## src/rtl/cr_su_arb_pkg.sv

```systemverilog
// Shared types for the SU schedule-update arbiter.
// The record layout matches the one consumed by the SU input FIFO.
package cr_su_arb_pkg;

   typedef enum logic {
      ARB_IDLE,
      ARB_LOCK
   } su_arb_st_e;

   // su_ready promises this many free slots, covering records still in flight
   localparam int unsigned SU_ARB_READY_MARGIN = 8;

   typedef struct packed {
      logic        valid;
      logic        last;
      logic [7:0]  queue_id;
      logic [31:0] data;
   } sched_update_if_bus_t;

endpackage

```

## src/rtl/cr_su_arb_rr.sv

```systemverilog
// Round-robin priority picker: first set request after ptr, scanning upward
// modulo N_REQ.
module cr_su_arb_rr #(
   parameter int unsigned N_REQ = 4
) (
   input  logic [N_REQ-1:0]         req,
   input  logic [$clog2(N_REQ)-1:0] ptr,
   output logic [N_REQ-1:0]         gnt,
   output logic [$clog2(N_REQ)-1:0] idx,
   output logic                     any
);

   localparam int unsigned IW = $clog2(N_REQ);

   int unsigned          cand;
   logic [IW-1:0]        cand_idx;

   always_comb begin
      gnt      = '0;
      idx      = '0;
      any      = 1'b0;
      cand     = 0;
      cand_idx = '0;
      for (int unsigned k = 1; k <= N_REQ; k++) begin
         cand     = (32'(ptr) + k) % N_REQ;
         cand_idx = IW'(cand);
         if (!any && req[cand_idx]) begin
            any           = 1'b1;
            idx           = cand_idx;
            gnt[cand_idx] = 1'b1;
         end
      end
   end

endmodule

```

## src/rtl/cr_su_arb.sv

```systemverilog
// Round-robin arbiter in front of the SU input FIFO; multi-record sequences
// lock the grant to their owner until last=1 or an idle timeout.
module cr_su_arb
   import cr_su_arb_pkg::*;
#(
   parameter int unsigned N_REQ        = 4,
   parameter int unsigned LOCK_TIMEOUT = 1024
) (
   input  logic                     clk,
   input  logic                     rst,
   input  sched_update_if_bus_t     req_in [N_REQ],
   output logic [N_REQ-1:0]         req_ack,
   input  logic                     su_ready,
   output sched_update_if_bus_t     su_in,
   output logic [$clog2(N_REQ)-1:0] grant_owner,
   output logic                     arb_locked,
   output logic [N_REQ-1:0]         grant_stb,
   output logic                     lock_timeout_err
);

   localparam int unsigned IW       = $clog2(N_REQ);
   localparam logic [15:0] IDLE_MAX = 16'(LOCK_TIMEOUT - 1);

   su_arb_st_e           state_q;
   logic [IW-1:0]        rr_ptr_q;
   logic [15:0]          idle_cnt_q;

   logic [N_REQ-1:0]     req_valid;
   logic [N_REQ-1:0]     pick_gnt;
   logic [N_REQ-1:0]     owner_oh;
   logic [IW-1:0]        pick_idx;
   logic [IW-1:0]        win_idx;
   logic                 pick_any;
   logic                 win_valid;
   logic                 accept;
   sched_update_if_bus_t win_rec;

   always_comb begin
      for (int i = 0; i < N_REQ; i++) begin
         req_valid[i] = req_in[i].valid;
      end
   end

   cr_su_arb_rr #(
      .N_REQ (N_REQ)
   ) u_rr (
      .req (req_valid),
      .ptr (rr_ptr_q),
      .gnt (pick_gnt),
      .idx (pick_idx),
      .any (pick_any)
   );

   // Grant decision uses only valid bits and registered state, never record data.
   always_comb begin
      owner_oh              = '0;
      owner_oh[grant_owner] = 1'b1;
      if (state_q == ARB_LOCK) begin
         win_idx   = grant_owner;
         win_valid = req_valid[grant_owner];
      end else begin
         win_idx   = pick_idx;
         win_valid = pick_any;
      end
      accept  = !rst && su_ready && win_valid;
      req_ack = '0;
      if (accept) begin
         req_ack = (state_q == ARB_LOCK) ? owner_oh : pick_gnt;
      end
   end

   assign win_rec    = req_in[win_idx];
   assign arb_locked = (state_q == ARB_LOCK);

   always_ff @(posedge clk) begin
      if (rst) begin
         state_q          <= ARB_IDLE;
         rr_ptr_q         <= IW'(N_REQ - 1);
         idle_cnt_q       <= '0;
         su_in            <= '0;
         grant_owner      <= '0;
         grant_stb        <= '0;
         lock_timeout_err <= 1'b0;
      end else begin
         grant_stb        <= '0;
         lock_timeout_err <= 1'b0;
         su_in.valid      <= 1'b0;
         if (accept) begin
            su_in       <= win_rec;
            su_in.valid <= 1'b1;
            grant_owner <= win_idx;
            idle_cnt_q  <= '0;
            if (win_rec.last) begin
               state_q   <= ARB_IDLE;
               rr_ptr_q  <= win_idx;
               grant_stb <= req_ack;
            end else begin
               state_q <= ARB_LOCK;
            end
         end else if (state_q == ARB_LOCK && !win_valid) begin
            // Owner went quiet: release so other requesters are not starved.
            if (idle_cnt_q == IDLE_MAX) begin
               lock_timeout_err <= 1'b1;
               state_q          <= ARB_IDLE;
               rr_ptr_q         <= grant_owner;
               idle_cnt_q       <= '0;
            end else begin
               idle_cnt_q <= idle_cnt_q + 16'd1;
            end
         end
      end
   end

endmodule

```

## config.mk

```make
export PLATFORM = sky130hd
export DESIGN_NAME = cr_su_arb
export DESIGN_NICKNAME = d
export VERILOG_FILES = /design/src/rtl/cr_su_arb_pkg.sv /design/src/rtl/cr_su_arb_rr.sv /design/src/rtl/cr_su_arb.sv
export SDC_FILE = /design/constraint.sdc
export NUM_CORES = 1
export LEC_CHECK = 0
export BUFFER_PORTS_ARGS = -buffer_cell sky130_fd_sc_hd__buf_2
export CAP_MARGIN = 20
export CORE_ASPECT_RATIO = 0.6
export CORE_MARGIN = 2
export CORE_UTILIZATION = 49
export CTS_CLUSTER_SIZE = 40
export DETAILED_ROUTE_END_ITERATION = 10
export PLACE_DENSITY_LB_ADDON = 0.12
export RECOVER_POWER = 25
export REMOVE_ABC_BUFFERS = 1
export SLEW_MARGIN = 0
export SYNTH_ARGS = -nofsm -noshare
export SYNTH_HDL_FRONTEND = slang
export SYNTH_HIERARCHICAL = 1
export SYNTH_SLANG_ARGS = --single-unit
```

## constraint.sdc

```tcl
create_clock -name clk -period 10.1 [get_ports clk]
set_clock_uncertainty 0.1 [all_clocks]
set_input_delay 2.02 -clock clk [delete_from_list [all_inputs] [get_ports clk]]
set_output_delay 2.02 -clock clk [all_outputs]
set_load 0.02 [all_outputs]
```

==> run_summary.xml <==
<?xml version="1.0" encoding="UTF-8"?>
<metrics>
  <group name="run_status">
    <metric name="run_status" unit="">finished, final reports clean</metric>
  </group>
  <group name="detailed_routing">
    <metric name="detail-route-antenna-nets" unit="">0</metric>
    <metric name="detail_route.first_pass.iterations" unit="">5</metric>
    <metric name="vias" unit="">4142</metric>
    <metric name="drt_iter0_drc" unit="">248</metric>
    <metric name="routed_wire_length_per_instance" unit="um">19.03</metric>
    <metric name="drc" unit="">0</metric>
    <metric name="detail_route.vias_per_cell" unit="">5.850</metric>
    <metric name="wl" unit="mm">13.48</metric>
  </group>
  <group name="final_layout">
    <metric name="final_std_cell_area_no_fill" unit="um^2">5620</metric>
    <metric name="nNetsFinal" unit="">774</metric>
    <metric name="utilization" unit="%">69.91</metric>
    <metric name="fillers" unit="">649</metric>
    <metric name="area_delta_synth_final" unit="%">35.83</metric>
    <metric name="final-seq-area" unit="um^2">1361</metric>
    <metric name="share_of_post_route_cells_with_drive_strength_above_1" unit="%">44.07</metric>
    <metric name="multi_input_area" unit="um^2">2618</metric>
  </group>
  <group name="sta">
    <metric name="fin_crit_sh" unit="%">60.10</metric>
    <metric name="final_hold_viol_count" unit="">0</metric>
    <metric name="timing.final.crit_period" unit="ns">6.070</metric>
    <metric name="finalSetupTns" unit="ns">0</metric>
    <metric name="worst_slew_margin_rel" unit="%">35.28</metric>
    <metric name="tightestPinTransition" unit="ns">0.9505</metric>
    <metric name="min_setup_slack_post_route" unit="ns">4.030</metric>
    <metric name="achievable-frequency" unit="GHz">0.1647</metric>
    <metric name="rsz0062_at_grt" unit="">no</metric>
    <metric name="report.final.slew_viol_count" unit="">0</metric>
    <metric name="timing.final.setup_violations" unit="">0</metric>
  </group>
  <group name="global_route">
    <metric name="via_count_of_the_first_global_routing_pass" unit="">3843</metric>
    <metric name="grt_start_max_net_pins" unit="">42</metric>
    <metric name="globalRouteOverflowTotal" unit="">0</metric>
    <metric name="gr-usage-all-layers" unit="%">29.05</metric>
    <metric name="grt_first_pass_wirelength" unit="mm">20.11</metric>
    <metric name="grt_antenna_before_repair" unit="">2</metric>
  </group>
  <group name="synth">
    <metric name="synth-warning-count" unit="">6</metric>
    <metric name="synthTopCellsByArea" unit="">sky130_fd_sc_hd__dfxtp_1, sky130_fd_sc_hd__mux4_2, sky130_fd_sc_hd__a22o_1</metric>
    <metric name="yosys_most_used_dff" unit="">sky130_fd_sc_hd__dfxtp_1</metric>
    <metric name="post_synth_inst_count" unit="">386</metric>
    <metric name="synth_area" unit="um^2">4138</metric>
    <metric name="synthArstFlopShare" unit="%">0</metric>
    <metric name="synth-seq-cells" unit="">68</metric>
    <metric name="synth.largest_area_cell" unit="">sky130_fd_sc_hd__dfxtp_1</metric>
    <metric name="synthDistinctLibCells" unit="">48</metric>
    <metric name="synth_sequential_area_ratio" unit="%">32.90</metric>
    <metric name="synth-edff-count" unit="">0</metric>
    <metric name="syn_avg_cell_area" unit="um^2">10.72</metric>
    <metric name="synth_top_area_share" unit="%">32.90</metric>
  </group>
  <group name="pwr">
    <metric name="power_per_cell_area" unit="nW/um^2">176.6</metric>
    <metric name="fin_total_pwr" unit="uW">992.3</metric>
    <metric name="worst_supply_voltage_drop_on_vdd" unit="mV">0.09026</metric>
    <metric name="p_leak" unit="uW">0.002572</metric>
  </group>
  <group name="clock_tree">
    <metric name="root_buffer_selected_by_cts" unit="">sky130_fd_sc_hd__clkbuf_16</metric>
    <metric name="htree_num_levels" unit="">3</metric>
    <metric name="cts_inserted_buffers" unit="">9</metric>
    <metric name="clkLatencyLatePin" unit="ns">0.33</metric>
    <metric name="cts_num_sinks" unit="">68</metric>
    <metric name="cts-root-to-sink-buffers" unit="">2</metric>
    <metric name="clk_pin_slew" unit="ns">0.06</metric>
    <metric name="cts_hold_buffers" unit="">0</metric>
    <metric name="clock_tree_from_tritoncts" unit="">yes</metric>
    <metric name="cts_setup_buffers" unit="">0</metric>
    <metric name="cts_resized" unit="">0</metric>
  </group>
  <group name="place">
    <metric name="postPlaceCellArea" unit="um^2">5295</metric>
    <metric name="hpwlAfterDp" unit="mm">10.43</metric>
    <metric name="io_buffer_count" unit="">224</metric>
    <metric name="place_ws" unit="ns">4.057</metric>
    <metric name="routability_congestion_estimate" unit="">0.8839</metric>
  </group>
  <group name="critical_path">
    <metric name="crit_path_cell_trace" unit="">buf_2 -&gt; mux4_2 -&gt; or3_1 -&gt; a21oi_1 -&gt; a2111o_1 -&gt; a21oi_1 -&gt; nor2_1 -&gt; buf_2</metric>
    <metric name="critical_path.startpoint" unit="">req_in[167]</metric>
    <metric name="worstReg2RegStart" unit="">rr_ptr_q[0]$_SDFFE_PP1P_</metric>
    <metric name="critical_path.endpoint" unit="">req_ack[3]</metric>
    <metric name="critical_path_peak_fanout" unit="">16</metric>
    <metric name="worstRegToRegCells" unit="">11</metric>
    <metric name="critical_path_depth" unit="">8</metric>
    <metric name="critPathMaxStageDelay" unit="ns">0.63</metric>
    <metric name="top_cell_family_by_delay_on_the_critical_path" unit="">multiplexers</metric>
    <metric name="arrival" unit="ns">3.95</metric>
    <metric name="critical_path.startpoint_type" unit="">input pin</metric>
    <metric name="timing.critical_path.slowest_stage_cell" unit="">sky130_fd_sc_hd__mux4_2</metric>
    <metric name="worstPathBufferInverterCount" unit="">2</metric>
    <metric name="cp_data_required_time" unit="ns">7.98</metric>
    <metric name="setup.worst_path.class" unit="">input pin to primary output</metric>
    <metric name="critical_path_end_type" unit="">primary output</metric>
    <metric name="timing.reg2reg.setup_slack" unit="ns">5.24</metric>
    <metric name="worstReg2RegEnd" unit="">rr_ptr_q[0]$_SDFFE_PP1P_</metric>
  </group>
  <group name="die">
    <metric name="io-pin-count" unit="">225</metric>
    <metric name="rows" unit="">25</metric>
    <metric name="initial_utilization" unit="%">51.47</metric>
    <metric name="die-area" unit="um^2">9220</metric>
    <metric name="dieHeight" unit="um">75.18</metric>
    <metric name="floorplan.die.width" unit="um">122.6</metric>
    <metric name="core-area" unit="um^2">8039</metric>
  </group>
  <group name="job">
    <metric name="max_cap_viol_count" unit="">0</metric>
  </group>
  <group name="hold_path">
    <metric name="min_path_type" unit="">register to register</metric>
    <metric name="min_from" unit="">su_in[40]$_SDFFE_PP0P_</metric>
  </group>
</metrics>
## power breakdown
group          switching, uW  leakage [uW]  internal (uW)
clock                    117      0.000176            255
sequential              20.6      0.000556            294
combinational            157       0.00184            148
total                    295       0.00257            698
## routing by layer
metal | global-route usage [%] | vias up | part of all wire, %
met2 | 44.14 | 185 | 48
met4 | 7.663 | 2 | 1.5
met5 | 0 | - | 0.096
met3 | 7.955 | 17 | 7.3
met1 | 41.37 | 2026 | 43
li1 | - | 1912 | -
## worst min-delay path by stage
stage | endpoint | slack [ns] | cells past startpoint
global route | su_in[40]$_SDFFE_PP0P_ | 0.39 | 2
global placement | su_in[40]$_SDFFE_PP0P_ | 0.33 | 2
floorplan | idle_cnt_q[5]$_SDFFE_PP0P_ | 0.36 | 2
detailed placement | su_in[40]$_SDFFE_PP0P_ | 0.35 | 2
CTS | su_in[40]$_SDFFE_PP0P_ | 0.36 | 2
finish | su_in[40]$_SDFFE_PP0P_ | 0.36 | 2
## layout by cell type (no fill, tap or decap), types with 3 or more instances in the layout
cell type                     n
sky130_fd_sc_hd__clkbuf_16    9
sky130_fd_sc_hd__xor2_1       9
sky130_fd_sc_hd__buf_2      194
sky130_fd_sc_hd__nand4_1     15
sky130_fd_sc_hd__or3_1        8
sky130_fd_sc_hd__dfxtp_1     68
sky130_fd_sc_hd__a21oi_1     11
sky130_fd_sc_hd__o31ai_1      4
sky130_fd_sc_hd__mux2i_1     15
sky130_fd_sc_hd__nand2_1     16
sky130_fd_sc_hd__a22o_1      30
sky130_fd_sc_hd__a211oi_1     3
sky130_fd_sc_hd__nor2b_1      4
sky130_fd_sc_hd__ha_1         9
sky130_fd_sc_hd__nor2_1      43
sky130_fd_sc_hd__nand2b_1     3
sky130_fd_sc_hd__a21o_1       3
sky130_fd_sc_hd__bufinv_16    3
sky130_fd_sc_hd__nor3_1       4
sky130_fd_sc_hd__buf_4        3
sky130_fd_sc_hd__and4_1       5
sky130_fd_sc_hd__a31oi_1      5
sky130_fd_sc_hd__and2_1       7
sky130_fd_sc_hd__inv_1        9
sky130_fd_sc_hd__and3_1       5
sky130_fd_sc_hd__o21ai_1      5
sky130_fd_sc_hd__a2111o_1     4
sky130_fd_sc_hd__mux4_2      44
sky130_fd_sc_hd__clkbuf_1    30
## per-stage QoR
stage | hold WS [ns] | std cells
global route | 0.3873 | 708
global placement | 0.3330 | 691
CTS | 0.3620 | 707
detailed placement | 0.3544 | 691
finish | 0.3621 | 708
floorplan | 0.3590 | 356
## tightest hold or removal path: stages (launching register included)
cell,delay [ns]
sky130_fd_sc_hd__dfxtp_1,0.31
sky130_fd_sc_hd__nand2_1,0.06
sky130_fd_sc_hd__nand2_1,0.05
## final cells by class
type / instances / share of cell area [%]
multi-input cells: 278 / 46.57
flip-flops and latches: 68 / 24.22
repair buffers: 227 / 19.68
clock buffers: 11 / 4.497
well taps: 108 / 2.404
clock inverters: 5 / 1.915
inverters: 10 / 0.6679
diodes: 1 / 0.04452
## cell families after synthesis
kind of cell	Yosys count	synth area share [%]
compound gates	75	13.88
xor+xnor	11	2.329
fa+ha+maj	9	2.722
flops	68	32.90
mux	63	28.61
simple gates	120	15.12
buf+inv	40	4.445
## cell usage after synthesis (all sizes together) (4+ instances only)
library cell,number
nand4,15
mux2i,17
clkbuf,15
inv,10
nor3,4
a31oi,5
and3,6
or3,8
and4,5
nor2,43
buf,15
a22o,30
o21ai,7
o31ai,4
ha,9
xor2,9
mux4,44
nand2,16
dfxtp,68
a2111o,4
nor2b,4
and2,7
a21oi,12
## state kept, by name (all words and copies together), names as in the netlist
signal,count
grant_owner,2
rr_ptr_q,2
grant_stb,4
su_in,42
lock_timeout_err,1
idle_cnt_q,16
arb_locked,1
No activity file was read; power rests on OpenSTA's default activity.
